--- config.mk ---
export PLATFORM = sky130hd
export DESIGN_NAME = data_capture_buf_flat
export DESIGN_NICKNAME = d
export VERILOG_FILES = /design/src/rtl/data_capture_buf_if.sv /design/src/rtl/data_capture_buf.sv /design/src/flat_wrapper.sv
export SDC_FILE = /design/constraint.sdc
export NUM_CORES = 1
export LEC_CHECK = 0
export CAP_MARGIN = 20
export CORE_UTILIZATION = 46
export CTS_CLUSTER_SIZE = 40
export DETAILED_ROUTE_END_ITERATION = 8
export PLACE_DENSITY = 0.74
export SKIP_LAST_GASP = 1
export SLEW_MARGIN = 20
export SYNTH_ARGS = -nofsm -noshare
export SYNTH_HDL_FRONTEND = slang
export SYNTH_SLANG_ARGS = --single-unit
--- constraint.sdc ---
create_clock -name clk -period 2.1 [get_ports clk]
set_input_delay 0.42 -clock clk [delete_from_list [all_inputs] [get_ports clk]]
set_output_delay 0.42 -clock clk [all_outputs]
set_load 0.02 [all_outputs]
--- src/rtl/data_capture_buf_if.sv ---
// data_capture_buf_if: capture strobe and valid/ready read handshake of the capture buffer
interface data_capture_buf_if #(parameter int WIDTH = 4);
    logic             cap_en;
    logic [WIDTH-1:0] cap_d;
    logic             out_valid;
    logic             out_ready;
    logic [WIDTH-1:0] out_data;
    modport master (output cap_en, cap_d, out_ready, input out_valid, out_data);
    modport slave  (input cap_en, cap_d, out_ready, output out_valid, out_data);
endinterface

--- src/rtl/data_capture_buf.sv ---
// data_capture_buf: circular capture buffer for launched words, first-word-fall-through read side
module data_capture_buf #(
    parameter int WIDTH = 4,
    parameter int DEPTH = 4
) (
    input  logic                     clk,
    input  logic                     reset,
    data_capture_buf_if.slave        bus,
    output logic [$clog2(DEPTH):0]   count,
    output logic                     full,
    output logic                     empty,
    output logic                     overflow,
    input  logic                     clr_ovf
);
    localparam int AW = $clog2(DEPTH);
    localparam int CW = AW + 1;
    logic [WIDTH-1:0] mem [DEPTH];
    logic [AW-1:0]    wp, rp;
    logic             push, pop, drop;
    assign empty         = count == '0;
    assign full          = count == CW'(DEPTH);
    assign bus.out_valid = !empty;
    assign bus.out_data  = empty ? '0 : mem[rp];
    assign pop           = bus.out_valid && bus.out_ready;
    // a pop frees the head slot at the same edge, so a full buffer still accepts
    assign push          = bus.cap_en && (!full || pop);
    assign drop          = bus.cap_en && full && !pop;
    always_ff @(posedge clk or posedge reset) begin
        if (reset) begin
            wp       <= '0;
            rp       <= '0;
            count    <= '0;
            overflow <= 1'b0;
            for (int i = 0; i < DEPTH; i++) mem[i] <= '0;
        end else begin
            if (push) begin
                mem[wp] <= bus.cap_d;
                wp      <= wp + AW'(1);
            end
            if (pop) rp <= rp + AW'(1);
            count    <= (push && !pop) ? count + CW'(1) : (pop && !push) ? count - CW'(1) : count;
            overflow <= drop ? 1'b1 : clr_ovf ? 1'b0 : overflow;
        end
    end
endmodule
--- src/flat_wrapper.sv ---
// flat-port wrapper written by rule: the top's interface ports become plain ports
module data_capture_buf_flat 
#(
    parameter int WIDTH = 4,
    parameter int DEPTH = 4
)
  (clk, reset, count, full, empty, overflow, clr_ovf, bus_cap_en, bus_cap_d, bus_out_ready, bus_out_valid, bus_out_data);
  data_capture_buf_if #(.WIDTH(WIDTH)) bus_i ();
  input  logic clk;
  input  logic reset;
  output logic [$clog2(DEPTH):0] count;
  output logic full;
  output logic empty;
  output logic overflow;
  input  logic clr_ovf;
  input wire logic [$bits(bus_i.cap_en)-1:0] bus_cap_en;
  input wire logic [$bits(bus_i.cap_d)-1:0] bus_cap_d;
  input wire logic [$bits(bus_i.out_ready)-1:0] bus_out_ready;
  output wire logic [$bits(bus_i.out_valid)-1:0] bus_out_valid;
  output wire logic [$bits(bus_i.out_data)-1:0] bus_out_data;
  assign bus_i.cap_en = bus_cap_en;
  assign bus_i.cap_d = bus_cap_d;
  assign bus_i.out_ready = bus_out_ready;
  assign bus_out_valid = bus_i.out_valid;
  assign bus_out_data = bus_i.out_data;
  data_capture_buf #(.WIDTH(WIDTH), .DEPTH(DEPTH)) u_core (.clk(clk), .reset(reset), .bus(bus_i), .count(count), .full(full), .empty(empty), .overflow(overflow), .clr_ovf(clr_ovf));
endmodule
-- After elaboration in Yosys (flattened, before gate mapping)
Cells that the tools add are included.
- $add $sub $neg: 4
- bitwise logic cells: 2
- $lt $le $gt $ge: 3
- equality and inequality tests: 1
- mux-type cells: 11
- reductions and logical operators: 15
- operators by type and width (cell ; count):
    $bwmux 16 ; 1
    $mux 4 ; 4
    $bmux 4 s2 ; 1
    $demux 4 s2 ; 1
    $logic_and 1x1->1 ; 7
    $ge 3x3->1 const B ; 2
    $mux 3 ; 2
    $not 2->3 ; 2
    $add 2x1->2 const B ; 2
    $logic_not 1->1 ; 4
    $reduce_bool 2->1 ; 2
    $add 3x1->3 const B ; 1
    $eq 3x3->1 const B ; 1
    $logic_not 3->1 ; 1
    $lt 3x1->1 const B ; 1
    $sub 3x1->3 const B ; 1
    $mux 1 ; 2
    $logic_or 1x1->1 ; 1
- logic and storage cells: 44
- input bits: 9
- register bits: 24

-- Depth between registers and ports, before layout
Gate-level depths: netlist of the first run.
- depth in word-level cells: 9
- mapped depth: 9
- gate-level depth less buffers: 8

-- Least setup slack after synthesis of the first run
Ideal clock, no wire load.
- path type: flip-flop to flip-flop
- from: register u_core.count[0]
- to: register u_core.count[2]
- library setup time: 0.080 ns
- setup slack: -0.245 ns
- data arrival time: 2.265 ns
- path buffers: 1
- cell stages (with the launch flop): 10
- required time: 2.020 ns
- cell sequence: dfrtp_1 > or3_1 > clkbuf_1 > nand2_1 > ha_1 > inv_1 > fa_1 > xor2_1 > nor2_1 > xor2_1
- cells in the longest elaborated chain, start to end: 8
- elaborated cells on any way between the ends: 16
- classes of those cells: 2 x add/sub; 1 x eq/ne; 2 x mux; 11 x reduce/logical
- RTL lines (element ; RTL line ; source):
    from (decl) ; data_capture_buf.sv:9 ; output logic [$clog2(DEPTH):0] count,
    from (signal assigned) ; data_capture_buf.sv:41 ; count <= (push && !pop) ? count + CW'(1) : (pop && !push) ? count - CW'(1) : count;
    $logic_not 3->1 * ; data_capture_buf.sv:20 ; assign empty = count == '0;
    $logic_not 1->1 * ; data_capture_buf.sv:22 ; assign bus.out_valid = !empty;
    named net bus_out_valid ; flat_wrapper.sv:19 ; output wire logic [$bits(bus_i.out_valid)-1:0] bus_out_valid;
    $logic_and 1x1->1 * ; data_capture_buf.sv:24 ; assign pop = bus.out_valid && bus.out_ready;
    $logic_or 1x1->1 ; data_capture_buf.sv:26 ; assign push = bus.cap_en && (!full || pop);
    $logic_and 1x1->1 ; data_capture_buf.sv:26 ;
    $logic_not 1->1 ; data_capture_buf.sv:41 ;
    $logic_and 1x1->1 ; data_capture_buf.sv:41 ;
    $reduce_bool 2->1 (no line) ; - ;
The timed path passes the listed nets; every way through them passes the cells marked *. The select of a mux whose other input is x is not followed.
A chain may end at the register's enable or synchronous reset.

-- Final worst setup path of the first run
- from: register u_core.rp[0]
- to: output port bus_out_data[3]
- cells in the longest elaborated chain, start to end: 5
- RTL lines (element ; RTL line ; source):
    from (decl) ; data_capture_buf.sv:18 ; logic [AW-1:0] wp, rp;
    from (signal assigned) ; data_capture_buf.sv:40 ; if (pop) rp <= rp + AW'(1);
    $not 2->3 (not written as such) ; data_capture_buf.sv:23 ; assign bus.out_data = empty ? '0 : mem[rp];
    $bmux 4 s2 ; data_capture_buf.sv:23 ;
    $mux 4 (not written as such) (2 in series) ; data_capture_buf.sv:23 ;
    $mux 4 ; data_capture_buf.sv:23 ;
    to (decl) ; flat_wrapper.sv:20 ; output wire logic [$bits(bus_i.out_data)-1:0] bus_out_data;
Every way passes these cells. The select of a mux whose other input is x is not followed.

==> flow_metrics.env, run 1 <==
export IMPL_io_buffers=19
export IMPL_cts_buffer_depth=2
export IMPL_overflow=0
export IMPL_drt_initial_drc_count=5
export IMPL_grt_pass1_vias=828
export IMPL_path_cells="buf_4 -> mux4_2 -> and2_1 -> clkbuf_2"
export IMPL_die_x_um=52.8
export IMPL_fin_ws_ns=0.00474
export IMPL_end_kind="output pin"
export IMPL_io_pins=20
export IMPL_regArea_um2=604
export IMPL_cp_startpoint="u_core.rp[0]"
export IMPL_ys_seq_elements=24
export IMPL_finalNetCount=144
export IMPL_cap_violations=0
export IMPL_ant_nets=0
export IMPL_drv_slew=0
export IMPL_drive_above_1_share_pct=47.7
export IMPL_grt_max_degree=17
export IMPL_dieHeight_um=52.8
export IMPL_rows=18
export IMPL_clockRootBuffer="clkbuf_4"
export IMPL_yosysSeqAreaShare_pct=50.7
export IMPL_fin_crit_sh_pct=99.8
export IMPL_clock_tree_htree_level_count=1
export IMPL_drc=0
export IMPL_crit_buf_inv=2
export IMPL_required_ns=1.68
export IMPL_viasPerCell=5.11
export IMPL_via_count=808
export IMPL_cts_hold_buf=0
export IMPL_fillCellCount=191
export IMPL_wire_per_inst_um=14.6
export IMPL_clock_sinks=24
export IMPL_setup_viol_count_final=0
export IMPL_r2r_start="u_core.count[1]"
export IMPL_clock_latency_ns=0.31
export IMPL_fin_worst_skew_ns=0.00588
export IMPL_multi_input_area_um2=584
export IMPL_yosysUniqueCellTypes=19
export IMPL_cpLargestDelayFamily="multiplexers"
export IMPL_max_stage_delay_ns=0.48
export IMPL_worstMarginPinSlew_ns=0.335
export IMPL_syn_mean_instance_area_um2=13.6
export IMPL_yosys_warnings=0
export IMPL_peakVddDrop_uv=953
export IMPL_rsz0062_at_grt="yes"
export IMPL_placed_cell_area_um2=1550
export IMPL_hold_class="in -> async"
export IMPL_first_pass_iters=4
export IMPL_cts_tree="built"
export IMPL_fin_crit_ns=2.10
export IMPL_final_area_um2=1640
export IMPL_num_antenna_cells=0
export IMPL_numCtsBuffers=3
export IMPL_coreArea_um2=2450
export IMPL_die_area_um2=2780
export IMPL_place_gp_congestion=0.718
export IMPL_p_leak_nw=0.753
export IMPL_start_util_pct=48.3
export IMPL_clk_pin_slew_ns=0.14
export IMPL_synth_cells=87
export IMPL_cp_arrival_ns=1.68
export IMPL_antenna_found_initial=0
export IMPL_slew_headroom_pct=77.7
export IMPL_syn_num_nets=102
export IMPL_worstSetupPathType="reg -> out"
export IMPL_grt_pass1_wl_um=3790
export IMPL_fmax_ghz=0.477
export IMPL_hold_viol_final=0
export IMPL_startpoint_type="flop"
export IMPL_outcome="finished clean"
export IMPL_grt_usage_pct=19.8
export IMPL_drt_wl_total_um=2310
export IMPL_cp_max_fo=3
export IMPL_dpl_hpwl_um=1720
export IMPL_slowest_stage="mux4_2"
export IMPL_netlist_area_um2=1180
export IMPL_syn2layout_area_growth_pct=38.5
export IMPL_p_per_area_nw_per_um2=1630
export IMPL_pre_cts_ws_ns=-0.244
==> flip-flops by register name, summed over array words and instances, names as in the netlist <==
name             count
u_core.rp            2
u_core.wp            2
u_core.mem          16
u_core.overflow      1
u_core.count         3
==> cell usage in the layout (no fill, tap or decap), drive strengths merged, types with 3 or more instances in the layout <==
| cell type | instances |
|---|---|
| buf | 23 |
| dfrtp | 24 |
| clkdlybuf4s50 | 12 |
| nand2 | 5 |
| dlygate4sd2 | 3 |
| ha | 5 |
| mux2 | 18 |
| mux4 | 4 |
| inv | 7 |
| and2 | 4 |
| xnor2 | 4 |
| clkbuf | 4 |
| nor2 | 5 |
==> logic make-up (layout without fill, tap and decap cells) <==
| kind of cell | count (synthesis) | count (layout) | share of synthesized area (%) |
|---|---|---|---|
| AOI/OAI and AO/OA | 1 | 1 | 0.845 |
| xor gates and xnor gates | 6 | 6 | 4.44 |
| adders and majority gates | 6 | 6 | 6.97 |
| buffers and inverters | 9 | 50 | 2.96 |
| DFF | 24 | 24 | 50.7 |
| muxes | 22 | 22 | 24.7 |
| and+or+nand+nor | 19 | 19 | 9.40 |
==> repair_timing <==
item | CTS | global route
gates resized for setup | 18 | 11
pin swaps | 0 | 3
buffers inserted | 4 | 2
setup endpoints to repair | 8 | 5
==> worst paths after layout <==
kind,slack [ns],endpoint,depth (start not counted)
worst min register to register,0.51,u_core.overflow,1
max in group asynchronous,1.20,u_core.count[0],3
worst max-delay path,0.005,bus_out_data[3],4
worst max register to register,0.10,u_core.count[2],8
min in group clk,0.51,u_core.overflow,1
worst min-delay path,0.34,u_core.mem[8],2
==> through the flow <==
stage               instances  setup TNS (ns)  hold slack, ns  util, %  power (mW)
floorplan                  87               0           0.434        -        1.74
global placement          150          -0.633           0.478     63.1        2.23
detailed placement        150          -0.909           0.486     63.1        2.28
CTS                       158          -0.136           0.344     65.9        2.61
global route              158          -0.149           0.353     66.9        2.87
finish                    158               0           0.343     66.9        2.68
==> power breakdown <==
| part | leakage [nW] | switching, mW | internal [mW] |
|---|---|---|---|
| Clock | 0.0279 | 0.141 | 0.193 |
| Sequential | 0.282 | 0.148 | 0.702 |
| Combinational | 0.443 | 0.625 | 0.869 |
==> routing by layer <==
layer  track usage [%]  share of wire [%]  vias to the layer above  routed length (µm)
met2              34.2                 53                       16                1230
li1                  -                  -                      380                   -
met4              7.46               0.65                        0                  15
met1              24.3                 43                      410                1000
met3              3.77                3.1                        2                  71
met5                 0                  0                        -                   0
==> cell usage after synthesis <==
library cell	instances	area [µm²]
mux2_2	18	203
or3_1	1	6.26
xor2_1	2	17.5
nor3b_1	1	7.51
buf_2	1	5.00
mux4_2	4	90.1
nor4b_4	1	23.8
nor2_1	5	18.8
dfrtp_1	24	601
clkbuf_1	1	3.75
a32o_1	1	10.0
xnor2_1	4	35.0
nand3_1	1	5.00
and2_1	4	25.0
inv_1	7	26.3
nand2_1	5	18.8
fa_1	1	20.0
nor2b_1	1	6.26
ha_1	5	62.6
==> area by class of cell <==
| class | instances | area share [%] |
|---|---|---|
| Clock buffer | 3 | 1.37 |
| Clock inverter | 1 | 1.83 |
| Inverter | 7 | 1.60 |
| Multi-Input combinational cell | 54 | 35.6 |
| Sequential cell | 24 | 36.8 |
| Tap cell | 30 | 2.29 |
| Timing Repair Buffer | 39 | 20.5 |
(Power assumes the default switching activity.)
==> run 2, diff against run 1 <==
- CORE_MARGIN: unset -> 1
==> results of run 2 <==
No change in the layout: final DEF, timing and power equal those of run 1.
==> run 3, diff against run 2 <==
- CORE_UTILIZATION: 46 -> 51
- PLACE_DENSITY: 0.74 -> 0.78
- clock period: 2.1 -> 2 ns (I/O delays scaled with it)
==> run 3 against run 2 <==
  * The run now ends with setup timing left
  * Sequential share of layout area down 0.63 points
  * First-iteration DRC count is 80% higher
  * Core utilization rose by 9.4 points
  * Die area decreased by 9.4%
  * Worst hold slack improved by 0.071 ns
  * Cell count unchanged
  * Combinational power rose by 17%
  * Clock skew decreased by 0.0027 ns
  * Register-to-register slack got worse by 0.08 ns
  * Via count fell by 1.7%
  * Critical endpoint is now bus_out_data[1]
  * Largest power group unchanged
  * Highest routed layer unchanged
==> flow_metrics.env, run 3 (synthesis gave the netlist of run 1 again) <==
export IMPL_worstMarginPinSlew_ns=0.296
export IMPL_highest_layer="met4"
export IMPL_final_cell_mix="dfrtp_1, mux2_2, buf_4, clkdlybuf4s50_1, buf_6"
export IMPL_syn2layout_area_growth_pct=41.0
export IMPL_rsz0062_at_grt="yes"
export IMPL_peakVddDrop_uv=1040
export IMPL_numCtsBuffers=3
export IMPL_met1_length_um=1040
export IMPL_place_gp_congestion=0.710
export IMPL_start_util_pct=54.1
export IMPL_regArea_um2=604
export IMPL_cts_buffer_depth=2
export IMPL_slew_headroom_pct=80.3
export IMPL_required_ns=1.60
export IMPL_num_antenna_cells=0
export IMPL_placed_cell_area_um2=1540
export IMPL_hold_viol_final=0
export IMPL_clockRootBuffer="clkbuf_4"
export IMPL_fin_ws_ns=-0.0283
export IMPL_ant_nets=0
export IMPL_startpoint_type="flop"
export IMPL_multi_input_area_um2=593
export IMPL_io_pins=20
export IMPL_dieHeight_um=50.2
export IMPL_seqPwrFrac_pct=31.1
export IMPL_finalNetCount=146
export IMPL_p_per_area_nw_per_um2=1740
export IMPL_antenna_found_initial=0
export IMPL_switchingPower_mw=0.988
export IMPL_grt_usage_pct=22.0
export IMPL_fmax_ghz=0.493
export IMPL_drt_wl_total_um=2360
export IMPL_cts_tree="built"
export IMPL_p_leak_nw=0.769
export IMPL_grt_pass1_wl_um=3960
export IMPL_largest_register_ffs=16
export IMPL_combinationalPowerShare_pct=60.4
export IMPL_drt_initial_drc_count=9
export IMPL_final_common_cell="dfrtp_1"
export IMPL_fin_crit_sh_pct=101
export IMPL_fin_worst_skew_ns=0.00316
export IMPL_clock_tree_htree_level_count=1
export IMPL_violations="setup timing"
export IMPL_final_area_um2=1670
export IMPL_die_x_um=50.2
export IMPL_setup_viol_count_final=4
export IMPL_holdWs_ns=0.413
export IMPL_viasPerCell=5.03
export IMPL_drv_slew=0
export IMPL_fin_crit_ns=2.03
export IMPL_outcome="finished, violations left"
export IMPL_end_kind="output pin"
export IMPL_clockPowerShare_pct=8.5
export IMPL_fin_tns_setup_ns=-0.0749
export IMPL_die_area_um2=2520
export IMPL_rows=17
export IMPL_hold_class="in -> async"
export IMPL_drive_above_1_share_pct=51.5
export IMPL_clk_pin_slew_ns=0.12
export IMPL_wire_per_inst_um=14.9
export IMPL_cap_violations=0
export IMPL_grt_pass1_vias=883
export IMPL_swShare_pct=34.1
export IMPL_worstSetupPathType="reg -> out"
export IMPL_fillCellCount=144
export IMPL_dpl_hpwl_um=1670
export IMPL_drc=0
export IMPL_grt_max_degree=25
export IMPL_internal_power_mw=1.91
export IMPL_overflow=0
export IMPL_first_pass_iters=4
export IMPL_clock_sinks=24
export IMPL_coreArea_um2=2190
export IMPL_met3WireLength_um=54
export IMPL_cp_arrival_ns=1.63
export IMPL_cts_hold_buf=0
export IMPL_largest_register="u_core.mem"
export IMPL_cp_max_fo=4
export IMPL_via_count=794
export IMPL_io_buffers=19
export IMPL_reg_top3="u_core.mem (16), u_core.count (3)"
export IMPL_clock_latency_ns=0.31
export IMPL_dr_wl_met2_um=1220
run 3: cell types whose count changed in the layout (fill, tap and decap cells not counted), sizes merged:
cell         previous run  this run
buf                    23        26
bufinv                  1         0
clkbuf                  4         5
dlygate4sd2             3         2
run 3: what timing repair did:
action | 4_1_cts | 5_1_grt
setup endpoints to repair | 9 | 8
pin swaps | 1 | 8
gates resized for setup | 26 | 17
setup buffers | 5 | 3
run 3: area by class of cell:
class	count	share of cell area, %
well taps	28	2.10
multi-input cells	54	35.5
clock buffers	4	2.17
inverters	7	1.57
flip-flops and latches	24	36.2
repair buffers	41	22.5
run 3: worst paths after layout:
| check | from | endpoint | slack (ns) | depth (start not counted) |
|---|---|---|---|---|
| setup / recovery | u_core.rp[0] | bus_out_data[1] | -0.03 | 4 |
| hold / removal | reset | u_core.overflow | 0.41 | 3 |
| setup reg to reg | u_core.count[0] | u_core.count[2] | 0.02 | 8 |
| hold reg to reg | u_core.mem[4] | u_core.mem[4] | 0.52 | 1 |
| max in group asynchronous | reset | u_core.rp[0] | 1.34 | 3 |
| min in group clk | u_core.mem[4] | u_core.mem[4] | 0.52 | 1 |
run 3: power groups by stage:
stage	sequential [mW]	combinational [mW]	clock (mW)
after floorplan	0.931	0.913	0
after global placement	0.895	1.45	0
after detailed placement	0.912	1.50	0
after CTS	0.887	1.62	0.256
after global routing	0.936	1.88	0.275
final	0.902	1.75	0.245
run 3: stage by stage:
stage	std cells	total power, mW	utilization, %	setup slack [ns]
after detailed placement	147	2.41	70.4	-0.266
after global placement	147	2.34	70.4	-0.216
after global routing	158	3.09	76.2	-0.0890
final	158	2.90	76.2	-0.0283
after CTS	156	2.76	74.2	-0.222
after floorplan	87	1.84	-	-0.0724
run 3: routing by layer:
metal | vias to the layer above | GRT usage [%]
met5 | - | 0
met2 | 10 | 39.6
met4 | 0 | 8.57
met3 | 4 | 3.03
met1 | 403 | 26.2
li1 | 377 | -
run 3: worst max-delay path, stage by stage (launching register included):
cell	delay (ns)
dfrtp_2	0.45
buf_6	0.11
mux4_2	0.49
and2_4	0.15
buf_6	0.12
